**src/rtl/game_io_pkg.sv**
```systemverilog
// Shared types and helpers for the game's keypad / display I/O blocks.
package game_io_pkg;

   typedef enum logic [1:0] {SCAN, DEBOUNCE, PRESSED} scan_state_e;

   localparam logic [3:0] COL_RESET = 4'b1110;
   localparam int         KEY_W     = 4;

   // Lowest set bit wins; all-zero input maps to 3 (callers gate with a hit flag).
   function automatic logic [1:0] prio_enc4(input logic [3:0] v);
      logic [1:0] idx;
      if (v[0])      idx = 2'd0;
      else if (v[1]) idx = 2'd1;
      else if (v[2]) idx = 2'd2;
      else           idx = 2'd3;
      return idx;
   endfunction

   function automatic logic [3:0] rot_left4(input logic [3:0] c);
      return {c[2:0], c[3]};
   endfunction

endpackage

```
**src/rtl/keypad_scanner_if.sv**
```systemverilog
// Keypad matrix lines plus the decoded key outputs seen by the game logic.
interface keypad_scanner_if;
   import game_io_pkg::*;

   logic [3:0]       row_in;
   logic [3:0]       col_sel;
   logic [KEY_W-1:0] key_code;
   logic             key_valid;
   logic             key_held;

   modport master (
      input  row_in,
      output col_sel, key_code, key_valid, key_held
   );

   modport slave (
      output row_in,
      input  col_sel, key_code, key_valid, key_held
   );

endinterface

```
**src/rtl/keypad_scanner_tick_gen.sv**
```systemverilog
// Free-running divider: one-cycle tick every SCAN_DIV clocks, sets the column dwell.
module scan_tick_gen #(
   parameter int SCAN_DIV = 100000
) (
   input  logic clk,
   input  logic reset,
   output logic o_tick
);

   localparam int TICK_W = (SCAN_DIV > 1) ? $clog2(SCAN_DIV) : 1;
   localparam logic [TICK_W-1:0] LAST = TICK_W'(SCAN_DIV - 1);

   logic [TICK_W-1:0] r_cnt;
   logic              w_tick;

   assign w_tick = (r_cnt == LAST);
   assign o_tick = w_tick;

   always_ff @(posedge clk) begin
      if (!reset)      r_cnt <= '0;
      else if (w_tick) r_cnt <= '0;
      else             r_cnt <= r_cnt + TICK_W'(1);
   end

endmodule

```
**src/rtl/keypad_scanner.sv**
```systemverilog
// 4x4 keypad scanner: column rotation, row sync, debounce and one code per press.
module keypad_scanner
   import game_io_pkg::*;
#(
   parameter int SCAN_DIV       = 100000,
   parameter int DEBOUNCE_SCANS = 4
) (
   input  logic             clk,
   input  logic             reset,
   keypad_scanner_if.master kp
);

   localparam int CNT_W = $clog2(DEBOUNCE_SCANS + 1);
   localparam logic [CNT_W-1:0] DB_LAST = CNT_W'(DEBOUNCE_SCANS);

   logic             w_tick;
   logic [3:0]       r_sync1, r_sync2;
   scan_state_e      r_state, w_state;
   logic [3:0]       r_col_sel, w_col_sel;
   logic [1:0]       r_cand_row, w_cand_row;
   logic [1:0]       r_cand_col, w_cand_col;
   logic [CNT_W-1:0] r_cnt, w_cnt;
   logic [KEY_W-1:0] r_key_code, w_key_code;
   logic             r_key_valid, w_key_valid;
   logic             r_key_held, w_key_held;

   logic [3:0]       w_rows;
   logic             w_hit;
   logic [1:0]       w_row_enc;
   logic [1:0]       w_col_idx;
   logic [CNT_W-1:0] w_cnt_inc;

   scan_tick_gen #(.SCAN_DIV(SCAN_DIV)) u_tick (
      .clk    (clk),
      .reset  (reset),
      .o_tick (w_tick)
   );

   // Rows are asynchronous to clk; only the second flop is ever used.
   always_ff @(posedge clk) begin
      if (!reset) begin
         r_sync1 <= 4'hF;
         r_sync2 <= 4'hF;
      end else begin
         r_sync1 <= kp.row_in;
         r_sync2 <= r_sync1;
      end
   end

   assign w_rows    = ~r_sync2;
   assign w_hit     = |w_rows;
   assign w_row_enc = prio_enc4(w_rows);
   assign w_col_idx = prio_enc4(~r_col_sel);
   assign w_cnt_inc = r_cnt + CNT_W'(1);

   always_comb begin
      w_state     = r_state;
      w_col_sel   = r_col_sel;
      w_cand_row  = r_cand_row;
      w_cand_col  = r_cand_col;
      w_cnt       = r_cnt;
      w_key_code  = r_key_code;
      w_key_valid = 1'b0;
      w_key_held  = r_key_held;

      if (w_tick) begin
         unique case (r_state)
            SCAN: begin
               if (w_hit) begin
                  w_cand_row = w_row_enc;
                  w_cand_col = w_col_idx;
                  if (DEBOUNCE_SCANS == 1) begin
                     w_state     = PRESSED;
                     w_key_code  = {w_row_enc, w_col_idx};
                     w_key_valid = 1'b1;
                     w_key_held  = 1'b1;
                     w_cnt       = '0;
                  end else begin
                     w_state = DEBOUNCE;
                     w_cnt   = CNT_W'(1);
                  end
               end else begin
                  w_col_sel = rot_left4(r_col_sel);
               end
            end
            DEBOUNCE: begin
               if (w_hit && (w_row_enc == r_cand_row)) begin
                  if (w_cnt_inc == DB_LAST) begin
                     w_state     = PRESSED;
                     w_key_code  = {r_cand_row, r_cand_col};
                     w_key_valid = 1'b1;
                     w_key_held  = 1'b1;
                     w_cnt       = '0;
                  end else begin
                     w_cnt = w_cnt_inc;
                  end
               end else begin
                  w_state   = SCAN;
                  w_cnt     = '0;
                  w_col_sel = rot_left4(r_col_sel);
               end
            end
            PRESSED: begin
               // Count is reused as the release counter; any row in the frozen column keeps it held.
               if (w_hit) begin
                  w_cnt = '0;
               end else if (w_cnt_inc == DB_LAST) begin
                  w_state    = SCAN;
                  w_key_held = 1'b0;
                  w_cnt      = '0;
                  w_col_sel  = rot_left4(r_col_sel);
               end else begin
                  w_cnt = w_cnt_inc;
               end
            end
            default: begin
               w_state = SCAN;
               w_cnt   = '0;
            end
         endcase
      end
   end

   always_ff @(posedge clk) begin
      if (!reset) begin
         r_state     <= SCAN;
         r_col_sel   <= COL_RESET;
         r_cand_row  <= '0;
         r_cand_col  <= '0;
         r_cnt       <= '0;
         r_key_code  <= '0;
         r_key_valid <= 1'b0;
         r_key_held  <= 1'b0;
      end else begin
         r_state     <= w_state;
         r_col_sel   <= w_col_sel;
         r_cand_row  <= w_cand_row;
         r_cand_col  <= w_cand_col;
         r_cnt       <= w_cnt;
         r_key_code  <= w_key_code;
         r_key_valid <= w_key_valid;
         r_key_held  <= w_key_held;
      end
   end

   assign kp.col_sel   = r_col_sel;
   assign kp.key_code  = r_key_code;
   assign kp.key_valid = r_key_valid;
   assign kp.key_held  = r_key_held;

endmodule
```
**src/flat_wrapper.sv**
```systemverilog
// flat-port wrapper written by rule: the top's interface ports become plain ports
module keypad_scanner_flat import game_io_pkg::*;
#(
   parameter int SCAN_DIV       = 100000,
   parameter int DEBOUNCE_SCANS = 4
)
  (clk, reset, kp_row_in, kp_col_sel, kp_key_code, kp_key_valid, kp_key_held);
  keypad_scanner_if kp_i ();
  input  logic clk;
  input  logic reset;
  input wire logic [$bits(kp_i.row_in)-1:0] kp_row_in;
  output wire logic [$bits(kp_i.col_sel)-1:0] kp_col_sel;
  output wire logic [$bits(kp_i.key_code)-1:0] kp_key_code;
  output wire logic [$bits(kp_i.key_valid)-1:0] kp_key_valid;
  output wire logic [$bits(kp_i.key_held)-1:0] kp_key_held;
  assign kp_i.row_in = kp_row_in;
  assign kp_col_sel = kp_i.col_sel;
  assign kp_key_code = kp_i.key_code;
  assign kp_key_valid = kp_i.key_valid;
  assign kp_key_held = kp_i.key_held;
  keypad_scanner #(.SCAN_DIV(SCAN_DIV), .DEBOUNCE_SCANS(DEBOUNCE_SCANS)) u_core (.clk(clk), .reset(reset), .kp(kp_i));
endmodule
```
**config.mk**
```make
export PLATFORM = sky130hd
export DESIGN_NAME = keypad_scanner_flat
export DESIGN_NICKNAME = d
export VERILOG_FILES = /design/src/rtl/game_io_pkg.sv /design/src/rtl/keypad_scanner_if.sv /design/src/rtl/keypad_scanner_tick_gen.sv /design/src/rtl/keypad_scanner.sv /design/src/flat_wrapper.sv
export SDC_FILE = /design/constraint.sdc
export NUM_CORES = 1
export LEC_CHECK = 0
export CAP_MARGIN = 20
export CORE_ASPECT_RATIO = 0.5
export CORE_MARGIN = 5
export CORE_UTILIZATION = 61
export DETAILED_ROUTE_END_ITERATION = 12
export PLACE_DENSITY_LB_ADDON = 0.12
export RECOVER_POWER = 25
export SLEW_MARGIN = 20
export SYNTH_ARGS = -nofsm -noshare
export SYNTH_HDL_FRONTEND = slang
export SYNTH_SLANG_ARGS = --single-unit
```
**constraint.sdc**
```tcl
create_clock -name clk -period 4.9 [get_ports clk]
set_clock_uncertainty 0.05 [all_clocks]
set_input_delay 0.49 -clock clk [delete_from_list [all_inputs] [get_ports clk]]
set_output_delay 0.49 -clock clk [all_outputs]
set_load 0.1 [all_outputs]
```
**After elaboration in Yosys (flattened, before gate mapping)**

Cells that the tools add are included.

- Bitwise logic cells: 3
- Equality and inequality tests: 13
- Reduce and logical (&&, ||, !) cells: 13
- Shift operators: 0
- $mul: 0
- Divide/modulo/power cells: 0
- Add/subtract/negate cells: 2
- Muxes and demuxes: 28
- $lt $le $gt $ge: 0

Operators with widths:

| cell | count |
|---|---|
| $mux 2 | 9 |
| $add 17x1->17 const B | 1 |
| $eq 17x17->1 const B | 1 |
| $mux 4 | 4 |
| $mux 3 | 4 |
| $pmux 4 s3 | 1 |
| $reduce_and 6->1 | 2 |
| $pmux 3 s3 | 1 |
| $ne 2x1->1 const B | 4 |
| $reduce_and 4->1 | 2 |
| $mux 1 | 7 |
| $ne 2x2->1 const B | 3 |
| $pmux 2 s3 | 1 |
| $reduce_and 5->1 | 1 |
| $not 4->4 | 1 |
| $reduce_or 4->1 | 1 |
| $add 3x1->3 const B | 1 |
| $eq 3x3->1 const B | 1 |
| $ne 3x3->1 const B | 1 |
| $not 3->3 | 1 |
| $reduce_and 3->1 | 1 |
| $reduce_bool 3->1 | 1 |
| $eq 2x1->1 const B | 1 |
| $eq 2x2->1 | 1 |
| other kinds (8) | 8 |

- Register bits after elaboration: 44
- Memories kept: 0
- Word-level logic and storage cells: 70
- Memory bits (writable): 0
- Bits of input ports: 6
- Latch bits: 0
- ROM bits: 0

**Depth between registers and ports, before layout**

Gate-level depths: netlist (run 1).

- Word-level depth: 8
- Mapped depth: 7

**Modules after synthesis**

From an unflattened synthesis (run 1), not the netlist that was laid out.

- Cell total of the unflattened synthesis: 213
- Area, all modules: 1946.9 um^2

Modules (own cells, without submodules):

| module | area each (um^2) | cells an instance | instances |
|---|---|---|---|
| keypad_scanner | 1163.6 | 126 | 1 |
| scan_tick_gen | 783.3 | 87 | 1 |

**Least setup slack after synthesis (run 1)**

Ideal clock, no wire load.

- Path type: reg2reg
- Start point: reg u_core.u_tick.r_cnt[0]
- End point: reg u_core.r_col_sel[2] (netlist: u_core.kp.col_sel[2])
- Library setup time: 0.073 ns
- Data arrival time: 1.551 ns
- Cell stages (with the launch flop): 8
- Path slack: 3.226 ns
- Buffers on the path: 1
- Cell sequence: dfxtp_1 > ha_1 > and4_1 > nand4_4 > nor3_1 > and3b_1 > buf_4 > mux2i_1

- Word-level cells in the longest chain between the ends: 2

Ends and longest elaborated chain:

| what | RTL line | text |
|---|---|---|
| start: declaration | keypad_scanner_tick_gen.sv:13 | `logic [TICK_W-1:0] r_cnt;` |
| start signal: assignment | keypad_scanner_tick_gen.sv:22 | `else r_cnt <= r_cnt + TICK_W'(1);` |
| $eq 17x17->1 | keypad_scanner_tick_gen.sv:16 | `assign w_tick = (r_cnt == LAST);` |
| $reduce_and 6->1 (no line) | - |  |
| end signal: assignment | keypad_scanner.sv:136 | `r_col_sel <= w_col_sel;` |
| end: declaration | keypad_scanner.sv:19 | `logic [3:0] r_col_sel, w_col_sel;` |

Every way passes these cells.
A chain may end at the register's enable or synchronous reset.

**Final worst setup path (run 1)**

- Start point: reg u_core.u_tick.r_cnt[0]
- End point: reg u_core.u_tick.r_cnt[8]

- Word-level cells in the longest chain between the ends: 2
- Elaborated cells on any way between the ends: 3

Ends and longest elaborated chain:

| what |
|---|
| parallel branches: the longest is 2 deep, another holds $add 17x1->17 |

Several ways; the timed one is not identified.

==> results of run 1 <==
-- power by group --
group	internal (mW)	switching (mW)	leakage [nW]	total [mW]
logic	0.00940	0.0121	0.364	0.0215
clock network	0.112	0.119	0.0510	0.231
registers	0.362	0.00339	0.357	0.366
-- through the flow --
step	instances	power, mW
final	274	0.6183
after global routing	274	0.6493
after CTS	274	0.6245
after detailed placement	266	0.3965
after global placement	266	0.3954
after floorplan	218	0.3886
-- cell families after synthesis --
| family | Yosys count | synth area share [%] |
|---|---|---|
| multiplexers | 4 | 2.020 |
| flip-flops | 44 | 44.44 |
| adder cells (fa/ha/maj) | 3 | 1.894 |
| AO/OA/AOI/OAI | 39 | 12.12 |
| XOR/XNOR | 14 | 6.187 |
| buffers and inverters | 10 | 2.336 |
| AND/OR/NAND/NOR | 104 | 31.00 |
-- worst max-delay path: stages, from the launching register on --
cell and delay (ns):
dfxtp_1 0.36, ha_1 0.21, and4_1 0.25, nand4_1 0.28, o21ai_0 1.37, nor2_1 0.12
-- per-layer routing --
layer	vias to the layer above	part of all wire, %	routed length, um
met5	-	0	0
met4	0	1.2	44
met3	8	4.4	168
met2	39	46	1749
met1	717	48	1845
li1	800	-	-
-- cell usage after synthesis, types with 2 or more instances --
library cell  number
o211ai_1           3
and3_1             4
nand2b_1          16
nand4_1            4
nor2_1            27
ha_1               3
nor3_1             6
xor2_1             9
inv_1              2
dfxtp_1           44
or3_1              2
and4_1             3
nand3_1           15
mux2i_1            4
a21oi_1           19
xnor2_1            5
buf_2              4
clkbuf_1           2
o21ai_0           11
nor2b_1            3
nand2_1           11
-- path summary, 6_finish.rpt --
check | from | endpoint | slack [ns] | cells past startpoint
setup reg to reg | u_core.u_tick.r_cnt[0] | u_core.u_tick.r_cnt[8] | 2.08 | 5
setup / recovery | u_core.u_tick.r_cnt[0] | u_core.u_tick.r_cnt[8] | 2.08 | 5
hold / removal | u_core.r_sync1[0] | u_core.r_sync2[0] | 0.36 | 1
hold reg to reg | u_core.r_sync1[0] | u_core.r_sync2[0] | 0.36 | 1
-- placed cells by master, fill, tap and decap left out, types with 2 or more instances in the layout --
cell / instances
nand2b_1: 16
xnor2_1: 5
clkinv_2: 2
a21oi_1: 19
or3_1: 2
nor2_1: 27
nand4_1: 5
and4_1: 3
xor2_1: 9
clkdlybuf4s50_1: 14
mux2i_1: 4
nand3_1: 15
nand2_1: 11
ha_1: 3
clkbuf_8: 6
nor3_1: 6
nor2b_1: 3
o21ai_0: 12
and3_1: 4
dfxtp_1: 44
o211ai_1: 3
inv_1: 2
-- layout make-up --
class | instances | area (um^2)
multi-input cells | 164 | 1023
flip-flops and latches | 44 | 880.8
fillers | 234 | 857.1
repair buffers | 15 | 150.1
clock buffers | 6 | 82.58
well taps | 40 | 50.05
inverters | 3 | 11.26
clock inverters | 2 | 10.01
-- sequential cells by signal, summed over array words and instances, names as in the netlist --
register and cells:
u_core.kp.key_held 1, u_core.r_cand_row 2, u_core.r_state 2, u_core.kp.key_valid 1, u_core.r_sync1 4, u_core.u_tick.r_cnt 17, u_core.r_cand_col 2, u_core.r_sync2 4
u_core.kp.key_code 4, u_core.kp.col_sel 4, u_core.r_cnt 3
==> results.sh, run 1 <==
export IMPL_status="finished, violations left"
export IMPL_violations="capacitance limit, slew limit"
export IMPL_max_cap_violations=1
export IMPL_drive_gt1_share_pct=6.838
export IMPL_final_area_um2=2208
export IMPL_place_hpwl_um=2617
export IMPL_num_rows=14
export IMPL_syn_nets=227
export IMPL_synthArstFlopShare_pct=0
export IMPL_synth_top_area_share_pct=44.44
export IMPL_setup_viol=0
export IMPL_busiest_layer="met2"
export IMPL_cp_required_ns=4.97
export IMPL_crit_type="reg -> reg"
export IMPL_core_um2=3065
export IMPL_fin_util_pct=72.04
export IMPL_synth_edf_count=0
export IMPL_nNetsFinal=242
export IMPL_hold_viol_final=0
export IMPL_synth_ff_type="dfxtp_1"
export IMPL_avgSynthCellArea_um2=9.091
export IMPL_worst_slack_ns=2.085
export IMPL_hold_class="reg -> reg"
export IMPL_tightest_slew_ns=1.672
export IMPL_hold_slack_ns=0.3612
export IMPL_yosysUniqueCellTypes=42
export IMPL_leakagePower_nw=0.7715
export IMPL_setup_tns_ns=0
export IMPL_vias=1564
export IMPL_relSlewSlack_pct=-12.68
export IMPL_p_per_area_nw_per_um2=280.0
export IMPL_overflow=0
export IMPL_ios=16
export IMPL_path_max_fanout=16
export IMPL_grt_max_degree=19
export IMPL_post_drt_wl_per_cell_um=13.89
export IMPL_area_growth_syn_to_layout_pct=11.43
export IMPL_synth_area_leaders="dfxtp_1 44%, nor2_1 5.1%, nand2b_1 5.1%"
export IMPL_die_x_um=90.61
export IMPL_placed_cell_area_um2=2147
export IMPL_grt_pass1_wl_um=6782
export IMPL_drtPass1Iterations=4
export IMPL_fmax_ghz=0.3552
export IMPL_drt_antenna_violating_nets=0
export IMPL_drc_errors=0
export IMPL_grt_met2_usage_pct=29.52
export IMPL_fp_dieArea_um2=4558
export IMPL_start_kind="flop"
export IMPL_clk_pin_slew_ns=0.08
export IMPL_rsz0062_at_grt="false"
export IMPL_io_buffers=15
export IMPL_finalMaxSlewViolations=17
export IMPL_fin_crit_sh_pct=57.45
export IMPL_clk_latency_ns=0.30
export IMPL_post_place_ws_ns=2.286
export IMPL_ys_seq_elements=44
export IMPL_cts_tree="done"
export IMPL_critical_path_endpoint_type="flop"
export IMPL_initial_utilization_pct=64.65
export IMPL_ctsResizeCount=0
export IMPL_syn_area_um2=1982
export IMPL_grt_pass1_vias=1490
export IMPL_antenna_found_initial=0
export IMPL_ys_warn_count=0
export IMPL_arrival_ns=2.88
export IMPL_use_met1_pct=23.08
export IMPL_postCtsHoldBufs=0
export IMPL_clockBufferDepth=2
export IMPL_cts_htree_levels=2
export IMPL_ys_seq_area_share_pct=44.44
export IMPL_cts_sinks=44
export IMPL_worst_ir_drop_vdd_v=0.0002044
export IMPL_num_antenna_cells=0
export IMPL_die_h_um=50.31
export IMPL_grtUsageMet3_pct=5.075
export IMPL_wl_um=3807
export IMPL_drt_iter0_markers=100
export IMPL_vias_per_cell=5.708
export IMPL_cts_made_buffers=5
export IMPL_synth_top_cell_by_area="dfxtp_1"
export IMPL_globalplace_congestion=0.8296
export IMPL_grt_usage_pct=18.31
export IMPL_cts_setup_buffers=0
export IMPL_synthCells=218
export IMPL_root_buffer="clkbuf_8"
export IMPL_min_period_ns=2.815
Power figures use the tool's default switching activity.
==> run 2, diff against run 1 <==
--- a/config.mk
+++ b/config.mk
@@ -8,7 +8,7 @@
 export CAP_MARGIN = 20
 export CORE_ASPECT_RATIO = 0.5
 export CORE_MARGIN = 5
-export CORE_UTILIZATION = 61
+export CORE_UTILIZATION = 51
 export DETAILED_ROUTE_END_ITERATION = 12
 export PLACE_DENSITY_LB_ADDON = 0.12
 export RECOVER_POWER = 25
==> constraint.sdc (replaced) <==
create_clock -name clk -period 2.4 [get_ports clk]
set_clock_uncertainty 0.05 [all_clocks]
set_input_delay 0.24 -clock clk [delete_from_list [all_inputs] [get_ports clk]]
set_output_delay 0.24 -clock clk [all_outputs]
set_load 0.1 [all_outputs]
==> run 2 against run 1 <==
Effect of this change: the flow now finishes without violations; die area is 16% higher; largest cell class unchanged; critical path depth stayed put; critical endpoint is now u_core.kp.key_held; cell count is 6.2% higher; global-route usage is 2.6 points lower.
==> results.sh, run 2 (synthesis results as in run 1) <==
export IMPL_seq_area_um2=880.8
export IMPL_min_period_ns=2.041
export IMPL_start_kind="flop"
export IMPL_finalMaxSlewViolations=0
export IMPL_grt_pass1_vias=1409
export IMPL_io_buffers=15
export IMPL_drc_errors=0
export IMPL_rr_startpoint="u_core.u_tick.r_cnt[12]"
export IMPL_cts_setup_buffers=0
export IMPL_wl_um=3655
export IMPL_worst_ir_drop_vdd_v=0.0002950
export IMPL_root_buffer="clkbuf_8"
export IMPL_num_antenna_cells=0
export IMPL_final_area_um2=2247
export IMPL_drt_antenna_violating_nets=0
export IMPL_clkPwrFrac_pct=41.3
export IMPL_initial_utilization_pct=51.83
export IMPL_hold_class="reg -> reg"
export IMPL_placed_cell_area_um2=2162
export IMPL_area_growth_syn_to_layout_pct=13.38
export IMPL_post_drt_wl_per_cell_um=12.56
export IMPL_hold_viol_final=0
export IMPL_cts_htree_levels=2
export IMPL_clk_pin_slew_ns=0.08
export IMPL_fp_dieArea_um2=5308
export IMPL_die_h_um=54.08
export IMPL_cts_tree="done"
export IMPL_multi_input_area_um2=1055
export IMPL_min_from="u_core.r_sync1[0]"
export IMPL_max_cap_violations=0
export IMPL_cp_required_ns=2.56
export IMPL_rr_worst_depth=5
export IMPL_fmax_ghz=0.4899
export IMPL_leakagePower_nw=0.7980
export IMPL_pwr_share_comb_pct=3.5
export IMPL_globalplace_congestion=0.8013
export IMPL_overflow=0
export IMPL_post_place_ws_ns=0.4105
export IMPL_ctsResizeCount=0
export IMPL_p_per_area_nw_per_um2=602.0
export IMPL_tightest_slew_ns=1.185
export IMPL_p_sw_share_pct=20.92
export IMPL_num_rows=16
export IMPL_timing_reg2reg_setup_slack_ns=0.36
export IMPL_largest_reg_flops=17
export IMPL_worst_slack_ns=0.3587
export IMPL_final_common_cell="dfxtp_1"
export IMPL_power_switching_mw=0.2830
export IMPL_cts_sinks=44
export IMPL_drt_iter0_markers=53
export IMPL_cts_made_buffers=5
export IMPL_setup_tns_ns=0
export IMPL_clockBufferDepth=2
export IMPL_setup_viol=0
export IMPL_drtPass1Iterations=4
export IMPL_drive_gt1_share_pct=10.55
export IMPL_internal_power_mw=1.070
export IMPL_seq_power_share_pct=55.2
export IMPL_largest_register="u_core.u_tick.r_cnt"
export IMPL_place_hpwl_um=2632
export IMPL_antenna_found_initial=0
export IMPL_hold_slack_ns=0.3613
export IMPL_reg2reg_to="u_core.kp.key_held"
export IMPL_path_max_fanout=6
export IMPL_grt_max_degree=19
export IMPL_nNetsFinal=245
export IMPL_grt_usage_pct=15.67
export IMPL_hold_path_depth=1
export IMPL_postCtsHoldBufs=0
export IMPL_status="complete, no violations"
export IMPL_clk_latency_ns=0.30
export IMPL_grt_pass1_wl_um=6437
export IMPL_fin_crit_sh_pct=85.06
export IMPL_critical_path_endpoint_type="flop"
export IMPL_vias_per_cell=5.299
export IMPL_rsz0062_at_grt="false"
export IMPL_layout_common_cells="44 x dfxtp_1, 27 x nor2_1, 19 x a21oi_1"
export IMPL_ios=16
export IMPL_core_um2=3824
export IMPL_fill_cells=337
export IMPL_arrival_ns=2.20
export IMPL_relSlewSlack_pct=21.36
export IMPL_whs_endpoint="u_core.r_sync2[0]"
export IMPL_die_x_um=98.16
export IMPL_vias=1542
export IMPL_crit_type="reg -> reg"
-- run 2: final cells by class --
| class | count | share of cell area (%) |
|---|---|---|
| clock inverters | 2 | 1.559 |
| multi-input cells | 164 | 46.94 |
| clock buffers | 6 | 3.229 |
| well taps | 54 | 3.007 |
| flip-flops and latches | 44 | 39.20 |
| inverters | 3 | 0.5011 |
| repair buffers | 18 | 5.568 |
-- run 2: how the worst max path moves through the flow --
stage | to | slack, ns | cells after the start | startpoint
floorplan | u_core.kp.col_sel[2] | 0.73 | 7 | u_core.u_tick.r_cnt[0]
global placement | u_core.kp.key_held | 0.46 | 5 | u_core.u_tick.r_cnt[12]
detailed placement | u_core.kp.key_code[1] | 0.41 | 5 | u_core.u_tick.r_cnt[12]
CTS | u_core.kp.key_code[1] | 0.39 | 5 | u_core.u_tick.r_cnt[12]
global route | u_core.kp.key_code[0] | 0.15 | 5 | u_core.u_tick.r_cnt[12]
finish | u_core.kp.key_held | 0.36 | 5 | u_core.u_tick.r_cnt[12]
-- run 2: power by group through the flow --
stage	combinational, mW	clock (mW)	sequential (mW)
after floorplan	0.0311	0	0.762
after global placement	0.0486	0	0.764
after detailed placement	0.0495	0	0.764
after CTS	0.0496	0.571	0.747
after global routing	0.0530	0.611	0.748
final	0.0470	0.559	0.747
-- run 2: per-stage QoR --
step | util, % | power [mW] | cells
2_1_floorplan | - | 0.7933 | 218
3_3_place_gp | 56.54 | 0.8121 | 283
3_5_place_dp | 56.54 | 0.8133 | 283
4_1_cts | 59.36 | 1.367 | 291
5_1_grt | 58.77 | 1.412 | 291
6_report | 58.77 | 1.353 | 291
-- run 2: critical path, cell delays in order (launching register included) --
cell,delay [ns]
dfxtp_1,0.36
nand4bb_1,0.54
nor4_4,0.37
and4_1,0.37
a21oi_1,0.09
nor2b_1,0.16
-- run 2: per-layer routing --
layer | vias up | track usage (%) | wire (um)
li1 | 800 | - | -
met1 | 712 | 19.77 | 1861
met2 | 22 | 24.77 | 1568
met3 | 8 | 4.787 | 150
met4 | 0 | 8.163 | 75
met5 | - | 0 | 0
==> run 3, diff against run 2 <==
--- a/config.mk
+++ b/config.mk
@@ -5,14 +5,13 @@
 export SDC_FILE = /design/constraint.sdc
 export NUM_CORES = 1
 export LEC_CHECK = 0
+export ABC_AREA = 1
 export CAP_MARGIN = 20
-export CORE_ASPECT_RATIO = 0.5
 export CORE_MARGIN = 5
 export CORE_UTILIZATION = 51
 export DETAILED_ROUTE_END_ITERATION = 12
 export PLACE_DENSITY_LB_ADDON = 0.12
 export RECOVER_POWER = 25
-export SLEW_MARGIN = 20
 export SYNTH_ARGS = -nofsm -noshare
 export SYNTH_HDL_FRONTEND = slang
 export SYNTH_SLANG_ARGS = --single-unit
==> run 3 against run 2 <==
Effect of this change: utilization down 1.3 points; maximum frequency grew 4.1%; sequential power about the same; non-clock buffer count decreased by 2; area after synthesis grew 2.2%; cell count increased by 16%; critical endpoint is now u_core.u_tick.r_cnt[9].
==> results.sh, run 3 <==
export IMPL_status="complete, no violations"
export IMPL_relSlewSlack_pct=22.26
export IMPL_worst_slack_ns=0.4396
export IMPL_highest_layer="met4"
export IMPL_drt_antenna_violating_nets=0
export IMPL_start_kind="flop"
export IMPL_wl_met2_um=1678
export IMPL_fmax_ghz=0.5101
export IMPL_postCtsHoldBufs=0
export IMPL_hold_slack_ns=0.3676
export IMPL_post_drt_wl_per_cell_um=11.59
export IMPL_min_period_ns=1.960
export IMPL_fin_util_pct=57.45
export IMPL_post_place_ws_ns=0.5380
export IMPL_grt_usage_pct=16.44
export IMPL_synth_ff_type="dfxtp_1"
export IMPL_rsz0062_at_grt="false"
export IMPL_synth_top_cell_by_area="dfxtp_1"
export IMPL_drt_iter0_markers=54
export IMPL_max_cap_violations=0
export IMPL_grt_pass1_wl_um=6865
export IMPL_clk_pin_slew_ns=0.08
export IMPL_setup_tns_ns=0
export IMPL_syn_area_um2=2026
export IMPL_avgSynthCellArea_um2=7.559
export IMPL_hold_viol_final=0
export IMPL_clk_latency_ns=0.29
export IMPL_area_growth_syn_to_layout_pct=10.99
export IMPL_cts_setup_buffers=0
export IMPL_root_buffer="clkbuf_8"
export IMPL_crit_chain="ha_1 -> nand3_1 -> nor2_2 -> nand3_4 -> nand2_2 -> a21oi_1 -> o21a_1"
export IMPL_largest_register="u_core.u_tick.r_cnt"
export IMPL_crit_slowest_cell="dfxtp_1"
export IMPL_drc_errors=0
export IMPL_ys_warn_count=0
export IMPL_synth_edf_count=0
export IMPL_die_h_um=73.03
export IMPL_num_rows=23
export IMPL_drive_gt1_share_pct=12.85
export IMPL_slowest_delay_ns=0.36
export IMPL_io_buffers=15
export IMPL_p_per_area_nw_per_um2=567.3
export IMPL_ys_seq_elements=44
export IMPL_clockBufferDepth=2
export IMPL_yosysUniqueCellTypes=34
export IMPL_cts_tree="done"
export IMPL_dr_wl_met3_um=155
export IMPL_grt_max_degree=17
export IMPL_arrival_ns=2.10
export IMPL_fill_cells=413
export IMPL_largest_reg_flops=17
export IMPL_cts_sinks=44
export IMPL_ys_seq_area_share_pct=43.48
export IMPL_final_common_cell="nand2_1"
export IMPL_antenna_found_initial=0
export IMPL_wl_um=3916
export IMPL_core_um2=3914
export IMPL_place_hpwl_um=2943
export IMPL_ios=16
export IMPL_globalplace_congestion=0.7787
export IMPL_fin_crit_sh_pct=81.68
export IMPL_num_antenna_cells=0
export IMPL_drtPass1Iterations=4
export IMPL_cp_required_ns=2.54
export IMPL_synthTopCellsByCount="58 x nand2_1, 44 x dfxtp_1, 26 x nor2_1, 25 x inv_1, 19 x a21oi_1"
export IMPL_layout_common_cells="58 x nand2_1, 44 x dfxtp_1, 26 x nor2_1"
export IMPL_hold_class="reg -> reg"
export IMPL_grt_pass1_vias=1608
export IMPL_cts_made_buffers=5
export IMPL_vias_per_cell=5.065
export IMPL_tightest_slew_ns=1.171
export IMPL_syn_nets=277
export IMPL_cts_htree_levels=2
export IMPL_initial_utilization_pct=51.76
export IMPL_fp_dieArea_um2=5333
export IMPL_leakagePower_nw=0.9279
export IMPL_worst_ir_drop_vdd_v=0.0004320
export IMPL_synthArstFlopShare_pct=0
export IMPL_finalMaxSlewViolations=0
export IMPL_crit_type="reg -> reg"
export IMPL_setup_viol=0
export IMPL_die_x_um=73.03
export IMPL_nNetsFinal=296
export IMPL_synth_area_leaders="dfxtp_1 43%, nand2_1 11%, nor2_1 4.8%"
export IMPL_path_max_fanout=16
export IMPL_wl_met1_um=2018
export IMPL_yosys_cell_count_top_type="nand2_1"
export IMPL_synthCells=268
export IMPL_overflow=0
export IMPL_vias=1712
export IMPL_ctsResizeCount=0
export IMPL_critical_path_endpoint_type="flop"
export IMPL_synth_top_area_share_pct=43.48
==> run 3: changes by cell type after synthesis, moves of 4 or more <==
cell | previous run | this run
and3_1 | 4 | 0
inv_1 | 2 | 25
mux2i_1 | 4 | 0
nand2_1 | 11 | 58
nand2b_1 | 16 | 0
nor2_2 | 0 | 5
nor3_1 | 6 | 11
or2_2 | 0 | 12
xor2_1 | 9 | 2
==> run 3: worst paths after layout <==
check,slack [ns],start,to,cells past startpoint
max,0.44,u_core.u_tick.r_cnt[0],u_core.u_tick.r_cnt[9],7
min,0.37,u_core.r_sync1[3],u_core.r_sync2[3],1
max reg2reg,0.44,u_core.u_tick.r_cnt[0],u_core.u_tick.r_cnt[9],7
min reg2reg,0.37,u_core.r_sync1[3],u_core.r_sync2[3],1
==> run 3: worst max-delay path, delay by kind of cell, from the launching register on <==
family / cells / cell delay (ns)
simple gates: 4 / 1.05
flops: 1 / 0.36
fa+ha+maj: 1 / 0.19
compound gates: 2 / 0.19
==> run 3: cells by family (layout without fill, tap and decap cells) <==
logic type	after synthesis	count (layout)	synth area share, %
AO/OA/AOI/OAI	34	34	9.203
XOR/XNOR	4	4	1.730
adder cells (fa/ha/maj)	3	3	1.853
buffers and inverters	31	51	5.992
flip-flops	44	44	43.48
AND/OR/NAND/NOR	152	152	37.74
==> run 3: where the power goes <==
part           leakage [nW]  internal [mW]  total (mW)  switching (mW)
clock network        0.0445          0.234       0.476           0.242
registers             0.357          0.740       0.744         0.00470
logic                 0.526         0.0217      0.0551          0.0334
==> run 3: per-stage QoR <==
| step | area [um^2] | std cells | power, mW |
|---|---|---|---|
| 4_1_cts | 2295 | 338 | 1.293 |
| 2_1_floorplan | 2026 | 268 | 0.8021 |
| 3_3_place_gp | 2201 | 330 | 0.8180 |
| 6_report | 2248 | 338 | 1.276 |
| 5_1_grt | 2248 | 338 | 1.335 |
| 3_5_place_dp | 2201 | 330 | 0.8190 |
==> run 3: routing by layer <==
| layer | vias to the layer above | global-route usage [%] |
|---|---|---|
| met5 | - | 0 |
| met4 | 0 | 7.582 |
| met3 | 5 | 4.408 |
| met2 | 19 | 24.83 |
| met1 | 787 | 21.73 |
| li1 | 901 | - |
==> run 3: layout make-up <==
| type | instances | area [um^2] | share of cell area (%) |
|---|---|---|---|
| Tap cell | 50 | 62.56 | 2.782 |
| Inverter | 27 | 101.3 | 4.507 |
| Clock buffer | 7 | 86.33 | 3.840 |
| Multi-Input combinational cell | 193 | 1018 | 45.30 |
| Clock inverter | 1 | 7.507 | 0.3339 |
| Sequential cell | 44 | 880.8 | 39.18 |
| Timing Repair Buffer | 16 | 91.34 | 4.062 |
